**src/rtl/iob_vexriscv_bus_arbiter.sv**
```systemverilog
// Two-to-one IOb-native bus arbiter for the VexRiscv instruction and data buses.
// Round-robin on conflict, grant held until the shared port accepts, and an
// in-order tag FIFO that steers each read response back to its issuer.
module iob_vexriscv_bus_arbiter #(
    parameter int ADDR_W      = 32,
    parameter int DATA_W      = 32,
    parameter int MAX_PENDING = 4
) (
    input  logic                           clk,
    input  logic                           rst,
    input  logic                           ibus_valid,
    input  logic [ADDR_W-1:0]              ibus_addr,
    input  logic [DATA_W-1:0]              ibus_wdata,
    input  logic [DATA_W/8-1:0]            ibus_wstrb,
    output logic                           ibus_ready,
    output logic                           ibus_rvalid,
    output logic [DATA_W-1:0]              ibus_rdata,
    input  logic                           dbus_valid,
    input  logic [ADDR_W-1:0]              dbus_addr,
    input  logic [DATA_W-1:0]              dbus_wdata,
    input  logic [DATA_W/8-1:0]            dbus_wstrb,
    output logic                           dbus_ready,
    output logic                           dbus_rvalid,
    output logic [DATA_W-1:0]              dbus_rdata,
    output logic                           m_valid,
    output logic [ADDR_W-1:0]              m_addr,
    output logic [DATA_W-1:0]              m_wdata,
    output logic [DATA_W/8-1:0]            m_wstrb,
    input  logic                           m_ready,
    input  logic                           m_rvalid,
    input  logic [DATA_W-1:0]              m_rdata,
    output logic [$clog2(MAX_PENDING):0]   pending,
    output logic                           err_rvalid
);

    localparam int PTR_W = $clog2(MAX_PENDING);
    localparam int CNT_W = PTR_W + 1;

    typedef enum logic {
        REQ_IBUS = 1'b0,
        REQ_DBUS = 1'b1
    } req_e;

    req_e             last_grant_q, last_grant_d;
    logic             lock_q, lock_d;
    req_e             lock_id_q, lock_id_d;
    logic [PTR_W-1:0] wr_ptr_q, wr_ptr_d;
    logic [PTR_W-1:0] rd_ptr_q, rd_ptr_d;
    logic [CNT_W-1:0] pending_q, pending_d;
    logic             err_q, err_d;
    req_e             tag_mem [MAX_PENDING];

    req_e grant;
    logic granted_valid;
    logic full;
    logic empty;
    logic accept;
    logic push;
    logic pop;
    req_e head;

    assign full  = (pending_q == CNT_W'(MAX_PENDING));
    assign empty = (pending_q == '0);
    assign head  = tag_mem[rd_ptr_q];

    // Pick the requester that owns the shared port this cycle.
    // NOTE: every always_comb output gets a default first so no latch is inferred.
    always_comb begin
        grant = REQ_IBUS;
        if (lock_q) begin
            grant = lock_id_q;
        end else if (ibus_valid && dbus_valid) begin
            grant = (last_grant_q == REQ_IBUS) ? REQ_DBUS : REQ_IBUS;
        end else if (dbus_valid) begin
            grant = REQ_DBUS;
        end
    end

    assign granted_valid = (grant == REQ_DBUS) ? dbus_valid : ibus_valid;
    assign m_valid       = granted_valid & ~full;
    assign m_addr        = (grant == REQ_DBUS) ? dbus_addr  : ibus_addr;
    assign m_wdata       = (grant == REQ_DBUS) ? dbus_wdata : ibus_wdata;
    assign m_wstrb       = (grant == REQ_DBUS) ? dbus_wstrb : ibus_wstrb;

    // Ready is only raised when a real transfer happens, so an idle bus shows no ready.
    assign accept     = m_valid & m_ready;
    assign ibus_ready = accept & (grant == REQ_IBUS);
    assign dbus_ready = accept & (grant == REQ_DBUS);

    assign push = accept & (m_wstrb == '0);
    assign pop  = m_rvalid & ~empty;

    assign ibus_rdata  = m_rdata;
    assign dbus_rdata  = m_rdata;
    assign ibus_rvalid = pop & (head == REQ_IBUS);
    assign dbus_rvalid = pop & (head == REQ_DBUS);

    assign pending    = pending_q;
    assign err_rvalid = err_q;

    // Next-state for arbitration history, lock, FIFO bookkeeping and error flag.
    always_comb begin
        last_grant_d = last_grant_q;
        lock_d       = lock_q;
        lock_id_d    = lock_id_q;
        wr_ptr_d     = wr_ptr_q;
        rd_ptr_d     = rd_ptr_q;
        pending_d    = pending_q;
        err_d        = err_q;

        if (accept) begin
            last_grant_d = grant;
            lock_d       = 1'b0;
        end else if (m_valid) begin
            lock_d    = 1'b1;
            lock_id_d = grant;
        end

        if (push) wr_ptr_d = wr_ptr_q + PTR_W'(1);
        if (pop)  rd_ptr_d = rd_ptr_q + PTR_W'(1);

        case ({push, pop})
            2'b10:   pending_d = pending_q + CNT_W'(1);
            2'b01:   pending_d = pending_q - CNT_W'(1);
            default: pending_d = pending_q;
        endcase

        if (m_rvalid && empty) err_d = 1'b1;
    end

    // Control registers; reset drops every outstanding tag.
    // NOTE: sequential state uses non-blocking assignments so all flops sample together.
    always_ff @(posedge clk or posedge rst) begin
        if (rst) begin
            last_grant_q <= REQ_DBUS;
            lock_q       <= 1'b0;
            lock_id_q    <= REQ_IBUS;
            wr_ptr_q     <= '0;
            rd_ptr_q     <= '0;
            pending_q    <= '0;
            err_q        <= 1'b0;
        end else begin
            last_grant_q <= last_grant_d;
            lock_q       <= lock_d;
            lock_id_q    <= lock_id_d;
            wr_ptr_q     <= wr_ptr_d;
            rd_ptr_q     <= rd_ptr_d;
            pending_q    <= pending_d;
            err_q        <= err_d;
        end
    end

    // Tag storage, written with the granted requester on each read accept.
    // NOTE: the tag array is not reset; entries are only read while pending says they are valid.
    always_ff @(posedge clk) begin
        if (push) tag_mem[wr_ptr_q] <= grant;
    end

endmodule

```
**config.mk**
```make
export PLATFORM = sky130hd
export DESIGN_NAME = iob_vexriscv_bus_arbiter
export DESIGN_NICKNAME = d
export VERILOG_FILES = /design/src/rtl/iob_vexriscv_bus_arbiter.sv
export SDC_FILE = /design/constraint.sdc
export NUM_CORES = 1
export LEC_CHECK = 0
export CAP_MARGIN = 30
export CORE_AREA = 3 3 122 124
export CTS_CLUSTER_SIZE = 28
export DETAILED_ROUTE_END_ITERATION = 16
export DIE_AREA = 0 0 125 127
export GPL_TIMING_DRIVEN = 0
export SKIP_CTS_REPAIR_TIMING = 1
export SYNTH_ARGS = -nofsm -noshare
export SYNTH_HDL_FRONTEND = slang
export SYNTH_SLANG_ARGS = --single-unit
```
**constraint.sdc**
```tcl
create_clock -name clk -period 2.1 [get_ports clk]
set_input_delay 0.21 -clock clk [delete_from_list [all_inputs] [get_ports clk]]
set_output_delay 0.21 -clock clk [all_outputs]
set_load 0.005 [all_outputs]
```
==> flow_results.xml <==
<?xml version="1.0" encoding="UTF-8"?>
<metrics>
  <group name="timing">
    <metric name="hold-worst-slack" unit="ns">0.265</metric>
    <metric name="slew_viol_final" unit="">0</metric>
    <metric name="slew-limit-headroom" unit="%">70.8</metric>
    <metric name="timing_hold_violations_final" unit="">0</metric>
    <metric name="setup-tns-final" unit="ns">-7.74</metric>
    <metric name="fmax" unit="MHz">439</metric>
    <metric name="grt_setup_unrepaired" unit="">yes</metric>
    <metric name="timing.final.crit_period" unit="ns">2.28</metric>
    <metric name="clk_skew" unit="ns">0.00565</metric>
    <metric name="setup_viol" unit="">57</metric>
    <metric name="worst_slew_pin_slew" unit="ns">0.438</metric>
    <metric name="finalWorstSetupSlack" unit="ns">-0.180</metric>
    <metric name="period_share" unit="%">109</metric>
  </group>
  <group name="logic_synthesis">
    <metric name="synth_top_family_by_area" unit="">simple AND/OR/NAND/NOR gates</metric>
    <metric name="postSynth.topFlopCell" unit="">sky130_fd_sc_hd__dfrtp_1</metric>
    <metric name="ys_seq_area_share" unit="%">18.6</metric>
    <metric name="synth_instances" unit="">352</metric>
    <metric name="synth.avg_cell_area" unit="sq um">6.04</metric>
    <metric name="ys_seq_elements" unit="">15</metric>
    <metric name="synth_compound_gate_area_share" unit="%">4.76</metric>
    <metric name="synth_xor_area_share" unit="%">2.47</metric>
    <metric name="synthesis_warnings" unit="">0</metric>
    <metric name="synth_nets" unit="">532</metric>
    <metric name="post_synth_and_or_nand_nor_area_fraction" unit="%">41.0</metric>
    <metric name="netlist-cell-type-count" unit="">33</metric>
    <metric name="post_synth_mux_area_share" unit="%">2.24</metric>
    <metric name="netlist_area" unit="sq um">2130</metric>
    <metric name="asyncSetResetFlopFracSynth" unit="%">73.3</metric>
    <metric name="synth_adder_area_share" unit="%">3.88</metric>
    <metric name="post_synth_edffs" unit="">4</metric>
  </group>
  <group name="flow_run">
    <metric name="max-cap-violations" unit="">0</metric>
  </group>
  <group name="global_routing">
    <metric name="grtUsageTotal" unit="%">13.1</metric>
    <metric name="grt_pass1_wl" unit="mm">16.9</metric>
    <metric name="number_of_global_route_vias_before_repair" unit="">3233</metric>
    <metric name="grt_overflow_total" unit="">0</metric>
    <metric name="initial_antenna_violation_count" unit="">0</metric>
    <metric name="maximum_number_of_pins_on_one_net_before_global_route_repair" unit="">14</metric>
  </group>
  <group name="clock_tree">
    <metric name="clk-insertion-delay-late" unit="ns">0.24</metric>
    <metric name="cts_root_buf" unit="">sky130_fd_sc_hd__clkbuf_16</metric>
    <metric name="cts-root-to-sink-buffers" unit="">2</metric>
    <metric name="cts_h_tree_depth" unit="">1</metric>
    <metric name="tritoncts.num_buffers" unit="">3</metric>
    <metric name="tritoncts" unit="">done</metric>
    <metric name="worst_setup_hold_path_clk_slew" unit="ns">0.05</metric>
    <metric name="tritoncts_num_sinks" unit="">15</metric>
  </group>
  <group name="placement">
    <metric name="placed_cell_area" unit="sq um">5200</metric>
    <metric name="dpl.hpwl" unit="mm">9.98</metric>
    <metric name="portBuffers" unit="">282</metric>
    <metric name="finalWeightedCongestion" unit="">0.788</metric>
    <metric name="pre_cts_slack" unit="ns">-1.04</metric>
  </group>
  <group name="worst_setup_path">
    <metric name="r2r_end" unit="">pending[2]$_DFFE_PP0P_</metric>
    <metric name="r2r_slack" unit="ns">-0.17</metric>
    <metric name="critPathRequiredTime" unit="ns">1.89</metric>
    <metric name="cp_max_fo" unit="">10</metric>
    <metric name="element_type_at_the_critical_path_end" unit="">primary output</metric>
    <metric name="path_class" unit="">reg -&gt; out</metric>
    <metric name="r2r-start" unit="">lock_q$_DFFE_PP0P_</metric>
    <metric name="worst_ep_arrival_time" unit="ns">2.07</metric>
    <metric name="critPathLaunchType" unit="">register</metric>
    <metric name="ff2ff_path_depth" unit="">12</metric>
  </group>
  <group name="pwr">
    <metric name="power-per-cell-area" unit="nW/um^2">991</metric>
    <metric name="cellLeakagePower" unit="nW">2.69</metric>
    <metric name="peakVddDrop" unit="uV">456</metric>
  </group>
  <group name="floorplan">
    <metric name="placeableCoreArea" unit="sq um">13900</metric>
    <metric name="num_rows" unit="">43</metric>
    <metric name="floorplan.die.height" unit="um">127</metric>
    <metric name="die-area" unit="sq um">15900</metric>
    <metric name="io_pins" unit="">315</metric>
    <metric name="die_width" unit="um">125</metric>
    <metric name="initial_utilization" unit="%">15.3</metric>
  </group>
  <group name="outcome">
    <metric name="status" unit="">finished, violations left</metric>
    <metric name="violations" unit="">setup timing</metric>
  </group>
  <group name="routing">
    <metric name="post_drt_wl_per_cell" unit="um">13.9</metric>
    <metric name="detail_route.drc_violations" unit="">0</metric>
    <metric name="initialDrtViolationCount" unit="">103</metric>
    <metric name="vias" unit="">3140</metric>
    <metric name="post_detailed_route_via_to_cell_ratio" unit="">3.82</metric>
    <metric name="postRouteAntennaNets" unit="">0</metric>
    <metric name="routed_wirelength" unit="mm">11.5</metric>
    <metric name="drt_pass1_iterations" unit="">5</metric>
  </group>
  <group name="layout">
    <metric name="layout.core_utilization" unit="%">39.2</metric>
    <metric name="final-seq-area" unit="sq um">398</metric>
    <metric name="final_design_area_no_fill" unit="sq um">5450</metric>
    <metric name="n_fill_cell" unit="">1441</metric>
    <metric name="area_delta_synth_final" unit="%">156</metric>
    <metric name="fin_nets" unit="">823</metric>
    <metric name="post_route_cells_drive_above_1_share" unit="%">16.4</metric>
    <metric name="insertedDiodeCount" unit="">0</metric>
    <metric name="multi_input_area" unit="sq um">1190</metric>
  </group>
  <group name="min_path">
    <metric name="worst_hold_path_type" unit="">in -&gt; async</metric>
  </group>
</metrics>
[worst max-delay path by stage]
stage	startpoint	end	slack (ns)	cells past startpoint
floorplan	pending[0]$_DFFE_PP0P_	pending[2]$_DFFE_PP0P_	-0.03	10
global placement	dbus_valid	ibus_ready	-1.08	7
detailed placement	dbus_valid	ibus_ready	-1.04	7
CTS	last_grant_q$_DFFE_PP1N_	ibus_ready	-1.10	6
global route	lock_q$_DFFE_PP0P_	m_wdata[10]	-0.28	8
finish	lock_q$_DFFE_PP0P_	m_wdata[10]	-0.18	8
[placed cells by master (no fill, tap or decap), drive strengths merged, types with 5 or more instances in the layout]
cell           count
clkdlybuf4s50    266
nand2            206
buf               78
dlymetal6s2s      16
inv               11
dfrtp             10
clkbuf             8
and2               5
ha                 5
[registers in the layout, summed over array words and instances (netlist names)]
signal	count
err_rvalid	1
last_grant_q	1
lock_id_q	1
lock_q	1
pending	3
rd_ptr_q	2
tag_mem	4
wr_ptr_q	2
[per-layer routing]
layer  GRT usage, %  up-vias  share of wire, %
met1           15.0     1389                37
met2           25.0      158                54
met5              0        -                 0
met3           3.43        6               8.7
met4           1.79        0              0.73
li1               -     1587                 -
[area by class of cell]
type / count / share of cell area, %
repair buffers: 286 / 53.3
multi-input cells: 248 / 21.9
plain buffers: 78 / 11.0
flip-flops and latches: 15 / 7.30
well taps: 180 / 4.13
clock buffers: 4 / 1.45
inverters: 11 / 0.850
[through the flow]
step	total power [mW]	instances
5_1_grt	5.92	822
3_5_place_dp	4.84	814
3_3_place_gp	4.79	814
2_1_floorplan	2.31	352
4_1_cts	5.24	818
6_report	5.40	822
[worst max-delay path: stages, from the launching register on]
cell and delay (ns):
sky130_fd_sc_hd__dfrtp_2 0.44, sky130_fd_sc_hd__buf_4 0.15, sky130_fd_sc_hd__a22oi_2 0.16, sky130_fd_sc_hd__buf_6 0.17
sky130_fd_sc_hd__buf_8 0.13, sky130_fd_sc_hd__buf_6 0.14, sky130_fd_sc_hd__nand2_1 0.07, sky130_fd_sc_hd__nand2_1 0.06
sky130_fd_sc_hd__clkdlybuf4s50_1 0.50
[synthesized netlist by cell type, types with 4 or more instances]
library cell / instances / area (sq um)
sky130_fd_sc_hd__clkbuf_1: 14 / 52.6
sky130_fd_sc_hd__buf_4: 64 / 480
sky130_fd_sc_hd__edfxtp_1: 4 / 120
sky130_fd_sc_hd__inv_1: 10 / 37.5
sky130_fd_sc_hd__nand2_1: 206 / 773
sky130_fd_sc_hd__xnor2_1: 4 / 35.0
sky130_fd_sc_hd__nor2_1: 4 / 15.0
sky130_fd_sc_hd__dfrtp_1: 10 / 250
sky130_fd_sc_hd__ha_1: 5 / 62.6
sky130_fd_sc_hd__and2_2: 4 / 30.0
[logic make-up after synthesis]
| family | after synthesis |
|---|---|
| AO/OA/AOI/OAI | 11 |
| XOR/XNOR | 6 |
| adder cells (fa/ha/maj) | 6 |
| buffers and inverters | 89 |
| flip-flops | 15 |
| multiplexers | 3 |
| AND/OR/NAND/NOR | 222 |
[power breakdown]
part / internal, mW / switching [mW] / total [mW]
sequential: 0.446 / 0.128 / 0.574
clock: 0.257 / 0.113 / 0.370
combinational: 2.56 / 1.89 / 4.45
total: 3.27 / 2.13 / 5.40
Power figures use the tool's default switching activity.
